<file path="src/rtl/spw_fifo_tx_param.sv">
// SpaceWire transmit FIFO with registered first-word-fall-through output stage.
// Optional packet-gated presentation is enabled by defining SPW_FIFO_TX_PKT_MODE_EN.
module spw_fifo_tx_param #(
   parameter int unsigned DWIDTH   = 9,
   parameter int unsigned AWIDTH   = 6,
   parameter int unsigned AF_LEVEL = 56
) (
   input  logic              clock,
   input  logic              reset,
   input  logic              clear,
   input  logic              wr_en,
   input  logic [DWIDTH-1:0] data_in,
   input  logic              rd_en,
   output logic [DWIDTH-1:0] data_out,
   output logic              write_tx,
   output logic              f_full,
   output logic              f_empty,
   output logic              f_almost_full,
   output logic              overflow,
   output logic [AWIDTH:0]   counter,
   output logic [AWIDTH:0]   pkt_count
);

   localparam int unsigned DEPTH = 2 ** AWIDTH;
   localparam int unsigned CW    = AWIDTH + 1;

   typedef enum logic {
      S_IDLE,
      S_VALID
   } state_t;

   state_t              r_state;
   state_t              w_state_nxt;
   logic [DWIDTH-1:0]   r_mem [DEPTH];
   logic [AWIDTH-1:0]   r_wr_ptr;
   logic [AWIDTH-1:0]   r_rd_ptr;
   logic [AWIDTH-1:0]   w_rd_addr;
   logic [CW-1:0]       r_counter;
   logic [DWIDTH-1:0]   r_dout;
   logic                r_overflow;
   logic                w_pop;
   logic                w_push;
   logic                w_drop;
   logic                w_load;
   logic                w_gate;

   // The head word stays in memory until popped, so the output register is part of DEPTH.
   assign w_pop  = rd_en & write_tx;
   assign w_push = wr_en & (~f_full | w_pop);
   assign w_drop = wr_en & f_full & ~w_pop;

   assign write_tx      = (r_state == S_VALID);
   assign data_out      = r_dout;
   assign counter       = r_counter;
   assign overflow      = r_overflow;
   assign f_full        = (r_counter == CW'(DEPTH));
   assign f_empty       = (r_counter == CW'(0));
   assign f_almost_full = (r_counter >= CW'(AF_LEVEL));

`ifdef SPW_FIFO_TX_PKT_MODE_EN
   logic [CW-1:0] r_pkt_count;
   logic          w_pkt_inc;
   logic          w_pkt_dec;

   assign w_pkt_inc = w_push & data_in[DWIDTH-1];
   assign w_pkt_dec = w_pop & r_dout[DWIDTH-1];
   // Full override keeps a packet longer than the FIFO from deadlocking.
   assign w_gate    = (r_pkt_count != CW'(0)) | f_full;
   assign pkt_count = r_pkt_count;

   always_ff @(posedge clock or negedge reset) begin
      if (!reset) begin
         r_pkt_count <= '0;
      end else if (clear) begin
         r_pkt_count <= '0;
      end else begin
         case ({w_pkt_inc, w_pkt_dec})
            2'b10:   r_pkt_count <= r_pkt_count + CW'(1);
            2'b01:   r_pkt_count <= r_pkt_count - CW'(1);
            default: r_pkt_count <= r_pkt_count;
         endcase
      end
   end
`else
   assign w_gate    = 1'b1;
   assign pkt_count = '0;
`endif

   // Output stage state register.
   always_ff @(posedge clock or negedge reset) begin
      if (!reset) begin
         r_state <= S_IDLE;
      end else begin
         r_state <= w_state_nxt;
      end
   end

   // Output stage next state and head-load selection.
   always_comb begin
      w_state_nxt = r_state;
      w_load      = 1'b0;
      w_rd_addr   = r_rd_ptr;
      case (r_state)
         S_IDLE: begin
            if ((r_counter != CW'(0)) && w_gate) begin
               w_state_nxt = S_VALID;
               w_load      = 1'b1;
            end
         end
         S_VALID: begin
            if (w_pop) begin
               if (r_counter > CW'(1)) begin
                  w_load    = 1'b1;
                  w_rd_addr = r_rd_ptr + AWIDTH'(1);
               end else begin
                  w_state_nxt = S_IDLE;
               end
            end
         end
         default: w_state_nxt = S_IDLE;
      endcase
      if (clear) begin
         w_state_nxt = S_IDLE;
         w_load      = 1'b0;
      end
   end

   // Storage array, intentionally not reset.
   always_ff @(posedge clock) begin
      if (w_push && !clear) begin
         r_mem[r_wr_ptr] <= data_in;
      end
   end

   always_ff @(posedge clock or negedge reset) begin
      if (!reset) begin
         r_dout <= '0;
      end else if (w_load) begin
         r_dout <= r_mem[w_rd_addr];
      end
   end

   // Pointers, occupancy and sticky overflow.
   always_ff @(posedge clock or negedge reset) begin
      if (!reset) begin
         r_wr_ptr   <= '0;
         r_rd_ptr   <= '0;
         r_counter  <= '0;
         r_overflow <= 1'b0;
      end else if (clear) begin
         r_wr_ptr   <= '0;
         r_rd_ptr   <= '0;
         r_counter  <= '0;
         r_overflow <= 1'b0;
      end else begin
         if (w_push) begin
            r_wr_ptr <= r_wr_ptr + AWIDTH'(1);
         end
         if (w_pop) begin
            r_rd_ptr <= r_rd_ptr + AWIDTH'(1);
         end
         case ({w_push, w_pop})
            2'b10:   r_counter <= r_counter + CW'(1);
            2'b01:   r_counter <= r_counter - CW'(1);
            default: r_counter <= r_counter;
         endcase
         if (w_drop) begin
            r_overflow <= 1'b1;
         end
      end
   end

endmodule
</file>
<file path="config.mk">
export PLATFORM = sky130hd
export DESIGN_NAME = spw_fifo_tx_param
export DESIGN_NICKNAME = d
export VERILOG_FILES = /design/src/rtl/spw_fifo_tx_param.sv
export SDC_FILE = /design/constraint.sdc
export NUM_CORES = 1
export LEC_CHECK = 0
export BUFFER_PORTS_ARGS = -buffer_cell sky130_fd_sc_hd__buf_2
export CORE_ASPECT_RATIO = 1.4
export CORE_MARGIN = 3
export CORE_UTILIZATION = 63
export DETAILED_ROUTE_END_ITERATION = 7
export PLACE_DENSITY = 0.8
export SYNTH_ARGS = -nofsm -noshare
export SYNTH_HDL_FRONTEND = slang
export SYNTH_SLANG_ARGS = --single-unit
</file>
<file path="constraint.sdc">
create_clock -name clock -period 3.5 [get_ports clock]
set_input_delay 0.875 -clock clock [delete_from_list [all_inputs] [get_ports clock]]
set_output_delay 0.875 -clock clock [all_outputs]
set_load 0.01 [all_outputs]
</file>
-- Yosys cells after proc, flatten, opt, wreduce, memory -nomap -nowiden
Memory sizes are Yosys's and may differ from the RTL's. A register that Yosys moved wholly into a read port is not among the register bits.
Index checks and enable logic that the tools add are counted.
- memory bits (read-only): 0
- memories kept: 1
- bits in writable memories: 576
- output and inout bits: 28
- latch bits: 0
- register bits after elaboration: 21
- memory list (memory ; words ; width ; read ports ; clocked after memory_dff ; wr ports ; line ; source):
    r_mem ; 64 ; 9 ; 1 ; 1 ; 1 ; 34 ; logic [DWIDTH-1:0] r_mem [DEPTH];
- shifts and indexed selects: 0
- magnitude comparators: 2
- bitwise gates (word level): 8
- equal/unequal tests: 3
- reductions and logical operators: 9
- divide/modulo/power cells: 0
- $mul: 0
- $add $sub $neg: 4
- multiplexer cells: 21
- operators with widths (cell ; number):
    $mux W6 ; 7
    $pmux W7 S2 ; 1
    $add A6 B1 Y6 const B ; 2
    $mux W1 ; 10
    $add A7 B1 Y7 const B ; 1
    $eq A7 B7 Y1 const B ; 1
    $ge A7 B6 Y1 const B ; 1
    $gt A7 B1 Y1 const B ; 1
    $logic_not A7 Y1 ; 1
    $mux W7 ; 1
    $reduce_bool A7 Y1 ; 1
    $sub A7 B1 Y7 const B ; 1
    $reduce_bool A2 Y1 ; 3
    $and A1 B1 Y1 ; 4
    $pmux W1 S2 ; 2
    $not A1 Y1 ; 3
    $reduce_bool A3 Y1 ; 1
    $eq A2 B1 Y1 const B ; 1
    $eq A2 B2 Y1 const B ; 1
    $logic_not A1 Y1 ; 2
    $logic_and A1 B1 Y1 ; 1
    $or A1 B1 Y1 ; 1

-- Logic depth before layout (Yosys ltp)
Gate-level depths: netlist of run 1.
- depth after elaboration: 7
- mapped depth: 14

-- Worst setup path after synthesis of run 1
No wires, ideal clock.
- kind: input-to-reg
- from: input rd_en
- to: memory r_mem[48][0] (enable)
- cell stages on the path: 7
- setup slack: 0.008 ns
- data arrival time: 3.093 ns
- setup time: 0.399 ns
- path through: buf_2 -> and2_1 -> o21a_1 -> clkbuf_1 -> nor2b_1 -> nand4b_1 -> nor4_1
- longest elaborated chain between the ends: 6
- ends and longest elaborated chain (what ; line ; source):
    start, declared ; 13 ; input logic rd_en,
    $and A1 B1 Y1 ; 48 ; assign w_pop = rd_en & write_tx;
    $or A1 B1 Y1 ; 49 ; assign w_push = wr_en & (~f_full | w_pop);
    $and A1 B1 Y1 ; 49 ;
    $logic_and A1 B1 Y1 ; 130 ; if (w_push && !clear) begin
    $mux W1 ; 130 ;
    $mux W1 (implied by the code) ; 131 ; r_mem[r_wr_ptr] <= data_in;
    end, declared ; 34 ;
No other way between the ends.

-- Worst setup path in the final report of run 1
- from: register r_counter[4] (netlist: counter[4])
- to: register r_dout[3] (netlist: data_out[3]), read port of r_mem
- longest elaborated chain between the ends: 5
- elaborated cells on any way between the ends: 10
- those cells by class: order compare (1); mux (8); reduce/logical (1)
- ends and longest elaborated chain (what ; line ; source):
    start, declared ; 38 ; logic [CW-1:0] r_counter;
    start signal, assigned ; 163 ; 2'b10: r_counter <= r_counter + CW'(1);
    start signal, assigned ; 164 ; 2'b01: r_counter <= r_counter - CW'(1);
    start signal, assigned ; 165 ; default: r_counter <= r_counter;
    $gt A7 B1 Y1 ; 112 ; if (r_counter > CW'(1)) begin
    $mux W1 ; 112 ;
    $mux W1 ; 111 ; if (w_pop) begin
    $pmux W1 S2 ; 103 ; case (r_state)
    $mux W1 ; 122 ; if (clear) begin
    end, declared ; 39 ; logic [DWIDTH-1:0] r_dout;
Parallel ways exist; a longest one is shown, timed or not.
A chain may end at the register's enable or synchronous reset.

==> results of run 1 <==
==> cells in the mapped netlist (8+ instances only) <==
| cell | instances |
|---|---|
| a21boi_0 | 10 |
| mux2i_1 | 114 |
| nor4_1 | 15 |
| o22ai_1 | 68 |
| a22o_1 | 10 |
| buf_1 | 16 |
| a31oi_1 | 11 |
| edfxtp_1 | 576 |
| nand2_1 | 177 |
| buf_2 | 39 |
| o21ai_0 | 52 |
| clkbuf_1 | 81 |
| mux2_2 | 44 |
| o32ai_1 | 68 |
| mux4_2 | 29 |
| or3b_2 | 8 |
| a21oi_1 | 105 |
| nor2b_1 | 12 |
| nor2_1 | 122 |
| dfrtp_1 | 30 |
| a41oi_1 | 9 |
| nor3_1 | 32 |
| a211oi_1 | 45 |
| a222oi_1 | 27 |
| a22oi_1 | 53 |
| inv_1 | 8 |
| buf_4 | 15 |
| nand3_1 | 38 |
==> power groups by stage <==
stage          registers [mW]  logic, mW  clock network [mW]
4_1_cts                  8.12       2.49                5.63
3_3_place_gp             8.27       2.40                   0
2_1_floorplan            8.24       1.51                   0
6_report                 8.13       2.55                5.60
3_5_place_dp             8.28       2.47                   0
5_1_grt                  8.13       2.70                5.92
==> worst max path at each step <==
stage,from,to,slack (ns)
after floorplan,rd_en,r_mem[48][0],0.008
after global placement,rd_en,data_out[4],-0.16
after detailed placement,rd_en,data_out[4],-0.22
after CTS,counter[4],data_out[1],0.007
after global routing,counter[4],data_out[5],0.002
final,counter[4],data_out[3],0.11
==> metrics by stage <==
| step | util | TNS (ns) |
|---|---|---|
| floorplan | - | 0 |
| global placement | 0.682 | -0.219 |
| detailed placement | 0.682 | -0.564 |
| CTS | 0.722 | 0 |
| global route | 0.723 | 0 |
| finish | 0.723 | 0 |
==> repair_timing <==
item | CTS | global route
setup buffers | 0 | 3
pin swaps | 0 | 2
setup endpoints to repair | 2 | 9
gates resized for setup | 3 | 5
hold endpoints to repair | 0 | 0
==> per-layer routing <==
metal	routed length (µm)	track usage
met5	0	0
met3	6290	0.0480
met4	5010	0.182
met2	35900	0.525
met1	24700	0.391
==> logic make-up (layout without fill, tap and decap cells) <==
group           count (synthesis)  count (layout)  share of synthesized area
other cells                     1               7                   0.000140
simple gates                  449             449                     0.0763
buf+inv                       166             304                     0.0289
mux                           187             187                     0.0855
flops                         606             606                      0.674
xor+xnor                       12              12                    0.00392
fa+ha+maj                       5               5                    0.00233
compound gates                489             489                      0.129
==> layout make-up <==
| class | instances | area share |
|---|---|---|
| Inverter | 9 | 0.00112 |
| Tap cell | 540 | 0.0225 |
| Timing Repair Buffer | 200 | 0.0521 |
| Sequential cell | 606 | 0.600 |
| Clock buffer | 68 | 0.0480 |
| Multi-Input combinational cell | 1149 | 0.269 |
| Clock inverter | 27 | 0.00690 |
==> state kept, by name, summed over array words and instances, names as in the netlist <==
register	count
counter	7
data_out	9
overflow	1
r_mem	576
r_rd_ptr	6
r_wr_ptr	6
write_tx	1
==> cells in the final DEF (no fill, tap or decap), types with 27 or more instances in the layout <==
cell type	instances
a21oi_1	105
mux4_2	29
edfxtp_1	576
nand3_1	38
clkbuf_16	55
o21ai_0	51
nor2_1	122
a22oi_1	53
o32ai_1	68
mux2_2	44
mux2i_1	114
a211oi_1	45
buf_2	34
nand2_1	176
a222oi_1	27
buf_4	154
nor3_1	32
dfrtp_1	28
o22ai_1	68
==> results.md, run 1 <==
- The run finished with clean final reports.
- The core region area is roughly 42000 µm².
- The finished cells cover around 30000 µm².
- The instance count on the critical path is 10.
- After detailed routing, the number of remaining DRC violations is 0.
- Of the post-synthesis cell area, the dominant cell type holds 0.646.
- The floorplan die height is 250 µm.
- The share of final-layout standard cells stronger than drive strength 1 is 0.192.
- The signal on the critical path passes through or4_4 > o31ai_4 > buf_4 > and2_1 > buf_12 > a21oi_1 > a22oi_1 > a21oi_1 > a22o_1 > a211oi_1.
- Along the worst path, the maximum fanout reaches 34.
- The cell type of the slowest stage on the worst timing path is or4_4.
- The post-route minimum period is about 3.4 ns.
- The global-route total usage across every layer is 0.314.
- Setup violations remaining at the end of the flow were counted as 0.
- The HPWL after detailed placement is 45.7 mm.
- The number of antenna-violating nets in the routed design is 0.
- The effective utilization at floorplan is 0.644.
- Together, buffers and inverters on the worst path number 2.
- The placed instance count is about 2500.
- Summed over all layers, the routed wires come to slightly above 70 mm.
- TritonCTS built the clock tree.
- The layout filler cell count is approximately 2600.
- Final hold analysis gives a worst-case slack of about 0.36 ns.
- The pin slew with the least headroom to its limit is 1.27 ns.
- Between clock sinks in the finished design, the worst skew comes to between 0.02 and 0.03 ns.
- The number of cells traversed by the worst register-to-register path is 10.
- Synthesis produced 1915 cells.
- The detailed router's first-iteration violation count is 2781.
- The multi-input combinational cells in the finished layout cover a total of between 8000 and 9000 µm².
- The completed layout was analyzed and its total power is ~16 mW.
- Timing analysis after detailed placement gives a worst setup slack of -0.224 ns.
- Of the total power, the share spent switching nets is 0.264.
- The placement row count is 88.
- The final number of max-transition violations came to 0.
- Compared with the post-synthesis result, the final layout area differs by 12.3%.
- In this run the power density over the cells is about 540 nW/µm².
- The highest attainable clock frequency is about 300 MHz.
- IR analysis of the VDD net gives a maximum drop of roughly 0.00047 V.
- The internal power component is ~12 mW.
- The yosys synthesis warning count is 0.
- The post-layout worst setup margin is 0.112 ns.
- The prevailing post-synth register cell is edfxtp_1.
- The arrival time at the worst endpoint is 3.87 ns.
- The library cell with the largest summed area after synthesis is edfxtp_1.
- In this design, the stage delay of the slowest critical-path cell is around 0.64 ns.
- The cell family contributing the most delay on the critical path is compound AO/OA/AOI/OAI gates.
- After synthesis, the netlist uses 74 different library cells.
- For this design the top-level I/O count stands at 42.
- Dividing the final minimum period by the clock period gives 0.968.
- Buffers placed on the I/O ports in this run total 34.
- The number of enable-type register cells in the synthesized netlist is about 580.
- Summing all flip-flop and latch instances after layout gives approximately 18000 µm².
- 0 antenna diodes ended up in the layout.
- In this run the critical register-to-register path is launched from counter[4].
- The via count of the routed design is around 18000.
- The type of the tightest min-delay check is input pin to async pin.
- At the end of routability-driven placement, the weighted congestion stood at ~1.
- The element type at the critical path start is a flop.
- The most frequent cell on the critical path is a21oi_1.
- The number of nets in the finished design is about 2000.
- Counting flops and latches in the post-synthesis netlist gives ~610.
- After detailed routing, the average wire length per cell comes to 27.7 µm.
- The worst register-to-register path ends at data_out[3].
- The share of the Yosys chip area taken by registers is 0.674.
- The critical path endpoint category is a flop.
- The mapped cell area is 26800 µm².
- The setup check on the worst reg-to-reg path leaves a slack of ~0.11 ns.
- The die width is around 180 µm.
- The clock sink count is slightly above 600.
- The pin count of the biggest net entering global routing is 98.
- The initial antenna violation count is 1.
- The logic gate share of total power is 0.156.
- The overall die area is about 45000 µm².
- Setup repair after global routing left no endpoint under its margin.
- The clock passes through at most 3 buffers.
- The required time of the critical path is 3.98 ns.
- The average cell area after synthesis is 14.0 µm².
- Ranked by total cell area, the synthesized netlist is headed by edfxtp_1, mux2i_1, dfrtp_1.
- The portion of total power attributed to the clock network is 0.344.
- The cell area after placement is 28400 µm².
- The wire length of the first global-routing pass is roughly 110 mm.
- The number of hold buffers added after CTS was 0.
- In this run, CTS created clock tree buffers numbering 54.
- The via density per instance is about 7.
- The H-tree was split into 2 levels.
- The first-pass iteration count of the detailed router is 6.
- For this run, asynchronously set or reset flops after synthesis account for 0.0495.
- The register clock-pin slew on the reported worst setup and hold paths is around 0.070 ns.
- The relative max-transition margin is 0.150.
- The number of global-route vias before repair is 17700.
- The clock root buffer master is clkbuf_16.
- The number of hold violations in the final report is 0.
- The later pin in the worst-skew pair is clocked with a latency of between 0.6 and 0.7 ns.
- The total leakage power is 9.75 nW.
- The portion of total power attributed to sequential cells is 0.499.
- The critical path is of the flop to flop type.
- The number of cells in the finished layout apart from fillers is 2599.
- For this design the total switching power over the nets is between 4 and 5 mW.
- Across the run, the number of max-cap violations was 0.
- The total global routing overflow is 0.
Power figures use the tool's default switching activity.
==> inputs of run 2 (changes only) <==
Settings changed: BUFFER_PORTS_ARGS -buffer_cell sky130_fd_sc_hd__buf_2 to default, CORE_UTILIZATION 63 to 64, DONT_BUFFER_PORTS from default to 1.
==> results.md, run 2 (same netlist as run 1, synthesis figures left out) <==
- The worst-case clock skew came to 0.0158 ns (-0.0101 ns).
- The pin count of the biggest net entering global routing is 85 (-13%).
- The met3 routing resource usage after global routing is 0.0517 (+0.00373).
- The first-pass iteration count of the detailed router was 7 (+1).
- The floorplan die height is 248 µm (-0.77%).
- The share of final-layout standard cells stronger than drive strength 1 came to 0.166 (-0.0258).
- The storage element area was 18100 µm² (unchanged).
- The wire length after detailed routing is 73.2 mm (+1.7%).
- The met2 usage is 0.551 (+0.0260).
- The initial antenna violation count is 0 (-1).
- The multi-input combinational cell area was 8140 µm² (+0.40%).
- The worst vdd rail ir drop came to 0.000507 V (+9.0%).
- The number of hold violations in the final report came to 0 (unchanged).
- The total of endpoints with negative setup slack in the final report came to 0 (unchanged).
- The logic gate share of total power is 0.139 (-0.017).
- The number of cells traversed by the worst register-to-register path came to 10 (unchanged).
- The final clock period utilization by the worst path came to 0.989 (+0.0214).
- The number of nets in the finished design was 1968 (-3.5%).
- The portion of total power attributed to the clock network is 0.350 (+0.006).
- The CTS buffer count is 53 (-1.9%).
- The via density per instance is 7.15 (+1.8%).
- The register clock-pin slew on the reported worst setup and hold paths is 0.06 ns (about the same).
- The pin slew with the least headroom to its limit is 0.888 ns (-0.387 ns).
- The average wire per standard cell is 28.9 µm (+4.5%).
- met2 is the most crowded layer.
- The clock sink count is 606 (unchanged).
- The core region area is 41300 µm² (-0.79%).
- The final number of max-transition violations is 0 (unchanged).
- The cell area after placement is 28000 µm² (-1.4%).
- The finished layout cell area is 29700 µm² (-1.2%).
- The placement row count came to 88 (unchanged).
- The element type at the critical path start is a flop.
- The HPWL after detailed placement is 45.2 mm (-1.1%).
- The clock root buffer master is clkbuf_16.
- The number of primary I/O pins was 42 (unchanged).
- Ranked by flip-flop count, first place goes to r_mem.
- Relative to the synthesized area, the layout overhead comes to 10.9%.
- The net switching share of the total power was 0.261 (-0.00362).
- The number of remaining DRC errors came to 0 (unchanged).
- The total leakage power is 9.46 nW (-3.0%).
- The required time of the critical path is 3.93 ns (-0.05 ns).
- The highest attainable clock frequency was 289 MHz (-2.2%).
- The via count of the routed design is 18100 (-0.94%).
- The met1 demand-to-capacity share in global routing is 0.391 (about the same).
- The die width is 179 µm (-0.76%).
- The internal power component is 11.9 mW (-1.0%).
- The total global routing overflow is 0 (unchanged).
- The number of max-cap violations came to 0 (unchanged).
- The maximum clock insertion buffer count was 3 (unchanged).
- The critical path is of the flop to flop type.
- The placed instance count is 2432 (-2.8%).
- The number of H-tree levels is 2 (unchanged).
- The total of buffers placed on input and output ports is 0 (-100%).
- The wire length of the first global-routing pass is 106 mm (-2.2%).
- The number of cells in the finished layout apart from fillers is 2528 (-2.7%).
- The global-route total usage across every layer was 0.323 (+0.00921).
- The effective utilization at floorplan is 0.649 (+0.00515).
- The detailed router's first-iteration violation count was 2881 (+3.6%).
- The critical path endpoint category is a flop.
- In the layout the commonest cells are edfxtp_1, nand2_1, nor2_1.
- The layout filler cell count is 2578 (+0.86%).
- The overall die area is 44400 µm² (-1.5%).
- The arrival time at the worst endpoint is 3.90 ns (+0.03 ns).
- The flow ran to the end, and the final reports show no timing, DRC or antenna violations.
- The launch point of the critical path is counter[4].
- The number of antenna-violating nets in the routed design is 0 (unchanged).
- The total power per unit cell area is 540 nW/µm² (-0.28%).
- The number of global-route vias before repair was 17300 (-2.5%).
- The CTS tree is done.
- The global placer's final weighted congestion came to 0.971 (-3.2%).
- The flip-flop count of the largest register after layout is 576 (unchanged).
- The maximum fanout along the worst path was 16 (-53%).
- The library cell used most frequently in the layout, excluding fill and tap cells, is edfxtp_1.
- The power after layout is 16.0 mW (-1.5%).
- The min-delay analysis places its worst path in the category input pin to async pin.
- The clock insertion delay at the later pin of the skew report is 0.59 ns (-0.02 ns).
- The number of antenna cells inserted was 0 (unchanged).
- The post-route minimum period is 3.46 ns (+0.0748 ns).
- The portion of total power attributed to sequential cells is 0.511 (+0.012).
- The worst hold slack was 0.108 ns (-0.251 ns).
- The startpoint of the worst register-to-register path is counter[4].
- Setup repair after global routing left no endpoint under its margin.
- The power spent charging and discharging nets is 4.18 mW (-2.9%).
- The relative max-transition margin is 0.408 (+0.258).
==> run 2: cell types whose count changed in the layout (fill, tap and decap cells not counted), sizes merged <==
cell / previous run / this run
buf: 200 / 129
clkbuf: 68 / 57
clkinv: 22 / 27
bufinv: 2 / 4
clkinvlp: 3 / 5
inv: 9 / 11
==> run 2: worst max-delay path, stage by stage, from the launching register on <==
cell      delay [ns]
dfrtp_1         0.39
or4_4           0.64
o31ai_4         0.41
buf_4           0.21
xnor2_4         0.15
buf_6           0.22
nand2_1         0.09
buf_4           0.24
o22ai_1         0.19
nor4_1          0.63
a211oi_1        0.12
==> run 2: cell type report <==
class | count | area share
clock buffers | 56 | 0.0450
multi-input cells | 1149 | 0.274
flip-flops and latches | 606 | 0.607
clock inverters | 38 | 0.00998
well taps | 540 | 0.0227
inverters | 9 | 0.00114
repair buffers | 130 | 0.0397
==> run 2: path summary, 6_finish.rpt <==
path                               end  slack, ns
hold / removal              counter[6]       0.11
setup / recovery           data_out[7]       0.04
min in group clock          counter[6]       0.35
max in group asynchronous  r_rd_ptr[1]       3.18
hold reg to reg            r_rd_ptr[5]       0.58
setup reg to reg           data_out[7]       0.04
==> run 2: through the flow <==
stage,TNS (ns),utilization,setup WS [ns]
global placement,-0.140,0.677,-0.0841
detailed placement,-0.507,0.677,-0.180
CTS,0,0.718,0.0103
global route,0,0.720,0.000201
floorplan,0,-,0.00821
finish,0,0.720,0.0370
==> run 2: power groups by stage <==
stage	Combinational (mW)	Clock [mW]	Sequential, mW
floorplan	1.51	0	8.24
global placement	2.10	0	8.33
detailed placement	2.15	0	8.33
CTS	2.18	5.63	8.18
global route	2.35	5.92	8.19
finish	2.24	5.61	8.19
==> run 2: what timing repair did <==
action / in CTS / in global routing
cloned: 0 / 1
buffers inserted: 0 / 0
endpoints found under the hold margin: 30 / 0
resized for setup: 5 / 11
hold buffers: 1 / 0
endpoints found under the setup margin: 8 / 9
==> run 2: per-layer routing <==
metal,vias to the layer above,share of wire,wire (µm)
met1,8888,0.33,24400
li1,7676,-,-
met5,-,0,0
met2,1212,0.50,36800
met3,311,0.090,6610
met4,0,0.073,5350
